File: config.mk
export PLATFORM = sky130hd
export DESIGN_NAME = player_controller
export DESIGN_NICKNAME = d
export VERILOG_FILES = /design/src/rtl/overcooked_pkg.sv /design/src/rtl/edge_pulse.sv /design/src/rtl/player_controller.sv
export SDC_FILE = /design/constraint.sdc
export NUM_CORES = 1
export LEC_CHECK = 0
export BUFFER_PORTS_ARGS = -buffer_cell sky130_fd_sc_hd__buf_2
export CAP_MARGIN = 20
export CORE_ASPECT_RATIO = 2
export CORE_UTILIZATION = 32
export DETAILED_ROUTE_END_ITERATION = 7
export GPL_ROUTABILITY_DRIVEN = 0
export SKIP_LAST_GASP = 1
export SLEW_MARGIN = 20
export SYNTH_ARGS = -nofsm -noshare
export SYNTH_HDL_FRONTEND = slang
export SYNTH_SLANG_ARGS = --single-unit
File: constraint.sdc
create_clock -name pixel_clk_in -period 2.1 [get_ports pixel_clk_in]
set_clock_uncertainty 0.1 [all_clocks]
set_input_delay 0.21 -clock pixel_clk_in [delete_from_list [all_inputs] [get_ports pixel_clk_in]]
set_output_delay 0.21 -clock pixel_clk_in [all_outputs]
set_load 0.01 [all_outputs]
File: src/rtl/overcooked_pkg.sv
// Shared game-state definitions for the player controller and the sprite renderer.
package overcooked_pkg;

    localparam int SPRITE_W = 32;
    localparam int SPRITE_H = 32;
    localparam int SCREEN_W = 640;
    localparam int SCREEN_H = 480;

    typedef enum logic [1:0] {
        P_LEFT  = 2'd0,
        P_RIGHT = 2'd1,
        P_UP    = 2'd2,
        P_DOWN  = 2'd3
    } dir_t;

    typedef enum logic [3:0] {
        P_NOTHING        = 4'd0,
        P_CHOPPING       = 4'd1,
        P_TOMATO         = 4'd2,
        P_TOMATO_CHOPPED = 4'd3,
        P_ONION          = 4'd4,
        P_ONION_CHOPPED  = 4'd5,
        P_PLATE          = 4'd6,
        P_SOUP_PLATE     = 4'd7,
        P_EXT_OFF        = 4'd8,
        P_EXT_ON         = 4'd9
    } pstate_t;

    // Held-state codes above P_EXT_ON have no meaning and are rejected.
    function automatic logic pstate_legal(input logic [3:0] code);
        return code <= 4'(P_EXT_ON);
    endfunction

endpackage

File: src/rtl/edge_pulse.sv
// Registered single-cycle edge detector; DETECT_FALL selects falling or rising edge.
module edge_pulse #(
    parameter logic IDLE_LEVEL  = 1'b0,
    parameter logic DETECT_FALL = 1'b0
) (
    input  logic clk,
    input  logic rst_n,
    input  logic sig_in,
    output logic pulse_out
);

    logic sync_q, sync_d;
    logic prev_q, prev_d;

    // Shift the input through two stages so the edge is seen on registered values.
    always_comb begin
        sync_d = sig_in;
        prev_d = sync_q;
    end

    // Stage registers, reset to the idle level so reset release makes no edge.
    always_ff @(posedge clk or negedge rst_n) begin
        if (!rst_n) begin
            sync_q <= IDLE_LEVEL;
            prev_q <= IDLE_LEVEL;
        end else begin
            sync_q <= sync_d;
            prev_q <= prev_d;
        end
    end

    // One-cycle pulse on the selected transition.
    always_comb begin
        if (DETECT_FALL) pulse_out = prev_q & ~sync_q;
        else             pulse_out = sync_q & ~prev_q;
    end

endmodule

File: src/rtl/player_controller.sv
// Per-player position, facing and carry/action state, updated on frame ticks.
// Optional: define PLAYER_DIAGONAL_EN to move both axes on the same tick.
module player_controller
    import overcooked_pkg::*;
#(
    parameter int X_INIT      = 64,
    parameter int Y_INIT      = 64,
    parameter int X_MIN       = 0,
    parameter int X_MAX       = SCREEN_W - SPRITE_W,
    parameter int Y_MIN       = 0,
    parameter int Y_MAX       = SCREEN_H - SPRITE_H,
    parameter int STEP        = 2,
    parameter int CHOP_FRAMES = 60
) (
    input  logic        pixel_clk_in,
    input  logic        rst_n_in,
    input  logic        vsync_in,
    input  logic        btn_left_in,
    input  logic        btn_right_in,
    input  logic        btn_up_in,
    input  logic        btn_down_in,
    input  logic        btn_act_in,
    input  logic        btn_use_in,
    input  logic [3:0]  blocked_in,
    output logic        act_valid_out,
    output logic [3:0]  act_state_out,
    input  logic        act_ready_in,
    input  logic        resp_valid_in,
    input  logic [3:0]  resp_state_in,
    output logic [10:0] x_out,
    output logic [9:0]  y_out,
    output logic [1:0]  player_direction_out,
    output logic [3:0]  player_state_out,
    output logic        chop_done_out,
    output logic        busy_out
);

    localparam int CNT_W = $clog2(CHOP_FRAMES + 1);

    typedef enum logic [2:0] {
        S_FREE,
        S_REQ,
        S_WAIT,
        S_CHOP,
        S_SPRAY
    } fsm_t;

    fsm_t             fsm_q, fsm_d;
    logic [10:0]      x_q, x_d;
    logic [9:0]       y_q, y_d;
    dir_t             dir_q, dir_d;
    pstate_t          pstate_q, pstate_d;
    logic [CNT_W-1:0] cnt_q, cnt_d;
    logic             chop_done_q, chop_done_d;

    logic             tick;
    logic             act_rise;

    edge_pulse #(.IDLE_LEVEL(1'b1), .DETECT_FALL(1'b1)) u_vsync_edge (
        .clk       (pixel_clk_in),
        .rst_n     (rst_n_in),
        .sig_in    (vsync_in),
        .pulse_out (tick)
    );

    edge_pulse #(.IDLE_LEVEL(1'b0), .DETECT_FALL(1'b0)) u_act_edge (
        .clk       (pixel_clk_in),
        .rst_n     (rst_n_in),
        .sig_in    (btn_act_in),
        .pulse_out (act_rise)
    );

    logic        dir_any;
    logic        v_act, h_act, do_v, do_h;
    dir_t        v_dir, h_dir;
    logic [10:0] mv_x;
    logic [9:0]  mv_y;
    dir_t        mv_dir;
    int          xi, yi;

    // Candidate position/facing for this tick; applied by the FSM only when movement is allowed.
    always_comb begin
        dir_any = btn_left_in | btn_right_in | btn_up_in | btn_down_in;
        v_act   = btn_up_in ^ btn_down_in;
        h_act   = btn_left_in ^ btn_right_in;
        v_dir   = btn_up_in ? P_UP : P_DOWN;
        h_dir   = btn_left_in ? P_LEFT : P_RIGHT;
        do_v    = v_act;
`ifdef PLAYER_DIAGONAL_EN
        do_h    = h_act;
`else
        do_h    = h_act & ~v_act;
`endif
        mv_x    = x_q;
        mv_y    = y_q;
        mv_dir  = dir_q;
        xi      = int'(x_q);
        yi      = int'(y_q);
        if (do_v) begin
            mv_dir = v_dir;
            if (!blocked_in[v_dir]) begin
                if (v_dir == P_UP) yi = (yi - STEP < Y_MIN) ? Y_MIN : yi - STEP;
                else               yi = (yi + STEP > Y_MAX) ? Y_MAX : yi + STEP;
                mv_y = 10'(yi);
            end
        end
        if (do_h) begin
            if (!do_v) mv_dir = h_dir;
            if (!blocked_in[h_dir]) begin
                if (h_dir == P_LEFT) xi = (xi - STEP < X_MIN) ? X_MIN : xi - STEP;
                else                 xi = (xi + STEP > X_MAX) ? X_MAX : xi + STEP;
                mv_x = 11'(xi);
            end
        end
    end

    // Next-state and action/carry logic.
    always_comb begin
        fsm_d       = fsm_q;
        x_d         = x_q;
        y_d         = y_q;
        dir_d       = dir_q;
        pstate_d    = pstate_q;
        cnt_d       = cnt_q;
        chop_done_d = 1'b0;

        if (tick && (fsm_q == S_FREE || fsm_q == S_SPRAY)) begin
            x_d   = mv_x;
            y_d   = mv_y;
            dir_d = mv_dir;
        end

        case (fsm_q)
            S_FREE: begin
                if (act_rise) begin
                    fsm_d = S_REQ;
                end else if (btn_use_in && pstate_q == P_NOTHING && !dir_any) begin
                    fsm_d    = S_CHOP;
                    pstate_d = P_CHOPPING;
                    cnt_d    = '0;
                end else if (btn_use_in && pstate_q == P_EXT_OFF) begin
                    fsm_d    = S_SPRAY;
                    pstate_d = P_EXT_ON;
                end
            end
            S_REQ: begin
                if (act_ready_in) fsm_d = S_WAIT;
            end
            S_WAIT: begin
                if (resp_valid_in) begin
                    if (pstate_legal(resp_state_in)) pstate_d = pstate_t'(resp_state_in);
                    fsm_d = S_FREE;
                end
            end
            S_CHOP: begin
                if (!btn_use_in || dir_any) begin
                    fsm_d    = S_FREE;
                    pstate_d = P_NOTHING;
                end else if (tick) begin
                    if (cnt_q == CNT_W'(CHOP_FRAMES - 1)) begin
                        fsm_d       = S_FREE;
                        pstate_d    = P_NOTHING;
                        chop_done_d = 1'b1;
                    end else begin
                        cnt_d = cnt_q + 1'b1;
                    end
                end
            end
            S_SPRAY: begin
                if (!btn_use_in) begin
                    fsm_d    = S_FREE;
                    pstate_d = P_EXT_OFF;
                end
            end
            default: fsm_d = S_FREE;
        endcase
    end

    // State registers.
    always_ff @(posedge pixel_clk_in or negedge rst_n_in) begin
        if (!rst_n_in) begin
            fsm_q       <= S_FREE;
            x_q         <= 11'(X_INIT);
            y_q         <= 10'(Y_INIT);
            dir_q       <= P_DOWN;
            pstate_q    <= P_NOTHING;
            cnt_q       <= '0;
            chop_done_q <= 1'b0;
        end else begin
            fsm_q       <= fsm_d;
            x_q         <= x_d;
            y_q         <= y_d;
            dir_q       <= dir_d;
            pstate_q    <= pstate_d;
            cnt_q       <= cnt_d;
            chop_done_q <= chop_done_d;
        end
    end

    // Request outputs decode straight from the FSM register so reset drops them at once.
    always_comb begin
        act_valid_out        = (fsm_q == S_REQ);
        act_state_out        = act_valid_out ? 4'(pstate_q) : '0;
        busy_out             = (fsm_q != S_FREE);
        x_out                = x_q;
        y_out                = y_q;
        player_direction_out = 2'(dir_q);
        player_state_out     = 4'(pstate_q);
        chop_done_out        = chop_done_q;
    end

endmodule

==> results.ini <==
[cells_and_area]
drive_gt1_share_pct=44.1
finalCoreUtilization_pct=47.2
fin_cells=598
n_antenna_cell=0
area_growth_pct=44.9
final_nets=518

[sta]
fmax_ghz=0.443
worstMarginPinSlew_ns=0.809
min_period_ns=2.26
fin_setup_tns_ns=-1.31
hold_viol=0
maxSlewHeadroom_pct=46.1
finalSetupViolations=14
rsz0062_at_grt=true
fin_crit_sh_pct=107
final-max-slew-violation-count=0
timing.final.ws_setup_ns=-0.155

[global_routing]
grt_pass1_vias=3450
grt_max_degree=34
grt_overflow=0
antenna_found_initial=0
grt_usage_pct=21.5
grt_pass1_wl_mm=16.8

[synth]
synth_top_area_share_pct=27.2
ys_async_sr_fraction_pct=100
synth-edff-count=0
yosysWarnings=0
synthTopCellsByArea=dfrtp_1 27%, dfstp_2 5.2%, a21oi_1 4.4%, nand2_1 4.3%, o21ai_0 3.5%
yosys.area.top_type=dfrtp_1
synthFlopType=dfrtp_1
netlist_instances=373
avgSynthCellArea_sq_um=8.15
netlist_area_sq_um=3040
synth-seq-cells=39
yosysSeqAreaShare_pct=32.3
synthDistinctLibCells=72

[floorplan]
die_width_um=70.9
dieHeight_um=140
design.core.area_sq_um=9320
die_area_sq_um=9920
start_util_pct=32.6
pin_count=53
rows=50

[drt]
viasPerCell=5.73
drc=10
dr.pass1.iters=6
post_drt_wl_per_cell_um=17.1
ant_nets=0
drt_iter0_markers=142
num_vias=3427
drt_wl_total_mm=10.2

[worst_setup_path]
crit_arrival_ns=2.37
worstPathRequired_ns=2.21
cp-start-kind=flip-flop
cp_cell_sequence=inv_2 > ha_4 > or4b_4 > o31a_1 > a21oi_1 > nor3_1 > a221o_1
endpoint_kind=flip-flop
slowest_stage=or4b_4
critPathMaxStageDelay_ns=0.51
critPathMaxFanout=4
setup.worst_path.class=reg -> reg

[placement]
dp.cells=575
dp_slack_ns=-0.169
io_buffers=50
place_hpwl_mm=7.64

[run_status]
outcome=finished with violations
violations=design-rule violations, negative setup slack

[clocking]
clk_pin_slew_ns=0.06
numCtsBuffers=5
cts_tree=done
worstSkewPairLatency_ns=0.29
cts-root-buf=clkbuf_16
cts_htree_levels=2
clock-sinks=39
clockBufferDepth=2

[flow_run]
maxCapViolCount=0

[power_and_ir_drop]
p_per_area_nw_per_um2=1030
p_leak_nw=1.90
ir_drop_mv=0.661

[min_path]
hold_class=in -> reg

-- layer usage --
metal / vias to the layer above / GRT usage (%) / routed length, um
li1: 1630 / - / -
met3: 39 / 2.39 / 371
met2: 115 / 40.9 / 5710
met5: - / 0 / 0
met4: 0 / 12.8 / 532
met1: 1643 / 21.5 / 3590
-- path summary, 6_finish.rpt --
kind	from	to	slack (ns)	cells after the start
setup reg to reg	x_out[2]	x_out[6]	-0.16	7
hold / removal	resp_state_in[2]	player_state_out[2]	0.11	3
hold reg to reg	u_vsync_edge.prev_d	u_vsync_edge.prev_q	0.30	0
max in group asynchronous	rst_n_in	x_out[8]	0.82	3
min in group asynchronous	rst_n_in	player_state_out[2]	0.46	2
setup / recovery	x_out[2]	x_out[6]	-0.16	7
-- sequential cells by signal, indices dropped and copies added, names as in the netlist --
signal,flops
u_vsync_edge.prev_q,1
chop_done_out,1
u_vsync_edge.prev_d,1
player_direction_out,2
fsm_q,3
u_act_edge.prev_q,1
u_act_edge.prev_d,1
cnt_q,6
y_out,9
player_state_out,4
x_out,10
-- synth_stat cells (3+ instances only) --
cell	count
or3_1	3
a21oi_1	27
nand2_1	35
o21ai_1	11
inv_1	16
or2_1	3
o31a_1	3
and4_1	4
nor2_1	24
and3_1	7
nand4_1	10
o21ai_0	21
o211ai_1	4
a22o_1	3
clkbuf_1	9
o31ai_1	6
xor2_1	4
a41oi_1	3
ha_1	6
nor4_1	4
o21a_1	3
a221o_1	3
buf_2	9
buf_4	4
nand3b_1	6
dfstp_2	6
nor2b_1	4
a21o_1	4
nor3_1	18
nand2b_1	7
dfrtp_1	33
nand3_1	19
a31oi_1	3
-- cells by family after synthesis --
| family | share of synthesized area [%] |
|---|---|
| adders and majority gates | 2.47 |
| buffers and inverters | 6.17 |
| muxes | 2.51 |
| xor gates and xnor gates | 1.44 |
| AOI/OAI and AO/OA | 25.8 |
| DFF | 32.3 |
| other | 0.123 |
| and+or+nand+nor | 29.2 |
-- placed cells by master (no fill, tap or decap), drive strengths merged, types with 3 or more instances in the layout --
cell,synthesis,routed
buf,15,133
nand2,36,36
dfrtp,33,33
o21ai,33,33
a21oi,27,27
nor2,24,24
nand3,19,19
nor3,18,18
inv,16,16
nand4,10,10
and3,7,7
nand2b,7,7
o31ai,7,7
nand3b,6,6
dfstp,6,6
clkbuf,9,6
ha,6,6
nor4,6,6
or2,5,5
a21o,4,4
o211ai,4,4
xor2,4,4
nor2b,4,4
and4,4,4
a31oi,3,3
o21a,3,3
a221o,3,3
a22o,3,3
or3,3,3
o31a,3,3
dlygate4sd3,0,3
a41oi,3,3
o2bb2ai,3,3
mux2,3,3
clkinv,1,3
mux2i,3,3
-- critical path, delay by kind of cell (launching register included) --
family                   cells  cell delay [ns]
AND/OR/NAND/NOR              2             0.57
flip-flops                   1             0.44
adder cells (fa/ha/maj)      1             0.13
buffers and inverters        1             0.11
AO/OA/AOI/OAI                3             0.83
-- power breakdown --
| group | internal [mW] | switching [mW] | leakage (nW) |
|---|---|---|---|
| sequential | 0.950 | 0.281 | 0.453 |
| combinational | 1.24 | 1.31 | 1.38 |
| clock | 0.441 | 0.313 | 0.0708 |
| total | 2.63 | 1.90 | 1.90 |
-- through the flow --
stage / instance area, sq um / hold WS [ns] / power (mW)
2_1_floorplan: 3110 / -0.186 / 2.44
3_3_place_gp: 3890 / 0.219 / 3.35
5_1_grt: 4400 / 0.126 / 4.85
4_1_cts: 4220 / 0.101 / 4.36
3_5_place_dp: 3890 / 0.218 / 3.38
6_report: 4400 / 0.106 / 4.53
-- timing repair --
action                                  CTS  global route
endpoints found under the hold margin    28             0
buffers inserted                          6             6
hold buffers                              3             0
resized for setup                        20            35
pin swaps                                11            18
gates cloned                              0             0
endpoints found under the setup margin   15            26
-- area by class of cell --
| class | instances | area [sq um] |
|---|---|---|
| fillers | 904 | 4920 |
| multi-input cells | 294 | 2150 |
| flip-flops and latches | 39 | 995 |
| repair buffers | 136 | 918 |
| well taps | 104 | 130 |
| clock buffers | 6 | 129 |
| inverters | 17 | 63.8 |
| clock inverters | 2 | 13.8 |
Note: power is estimated with default switching activity, not from simulation.
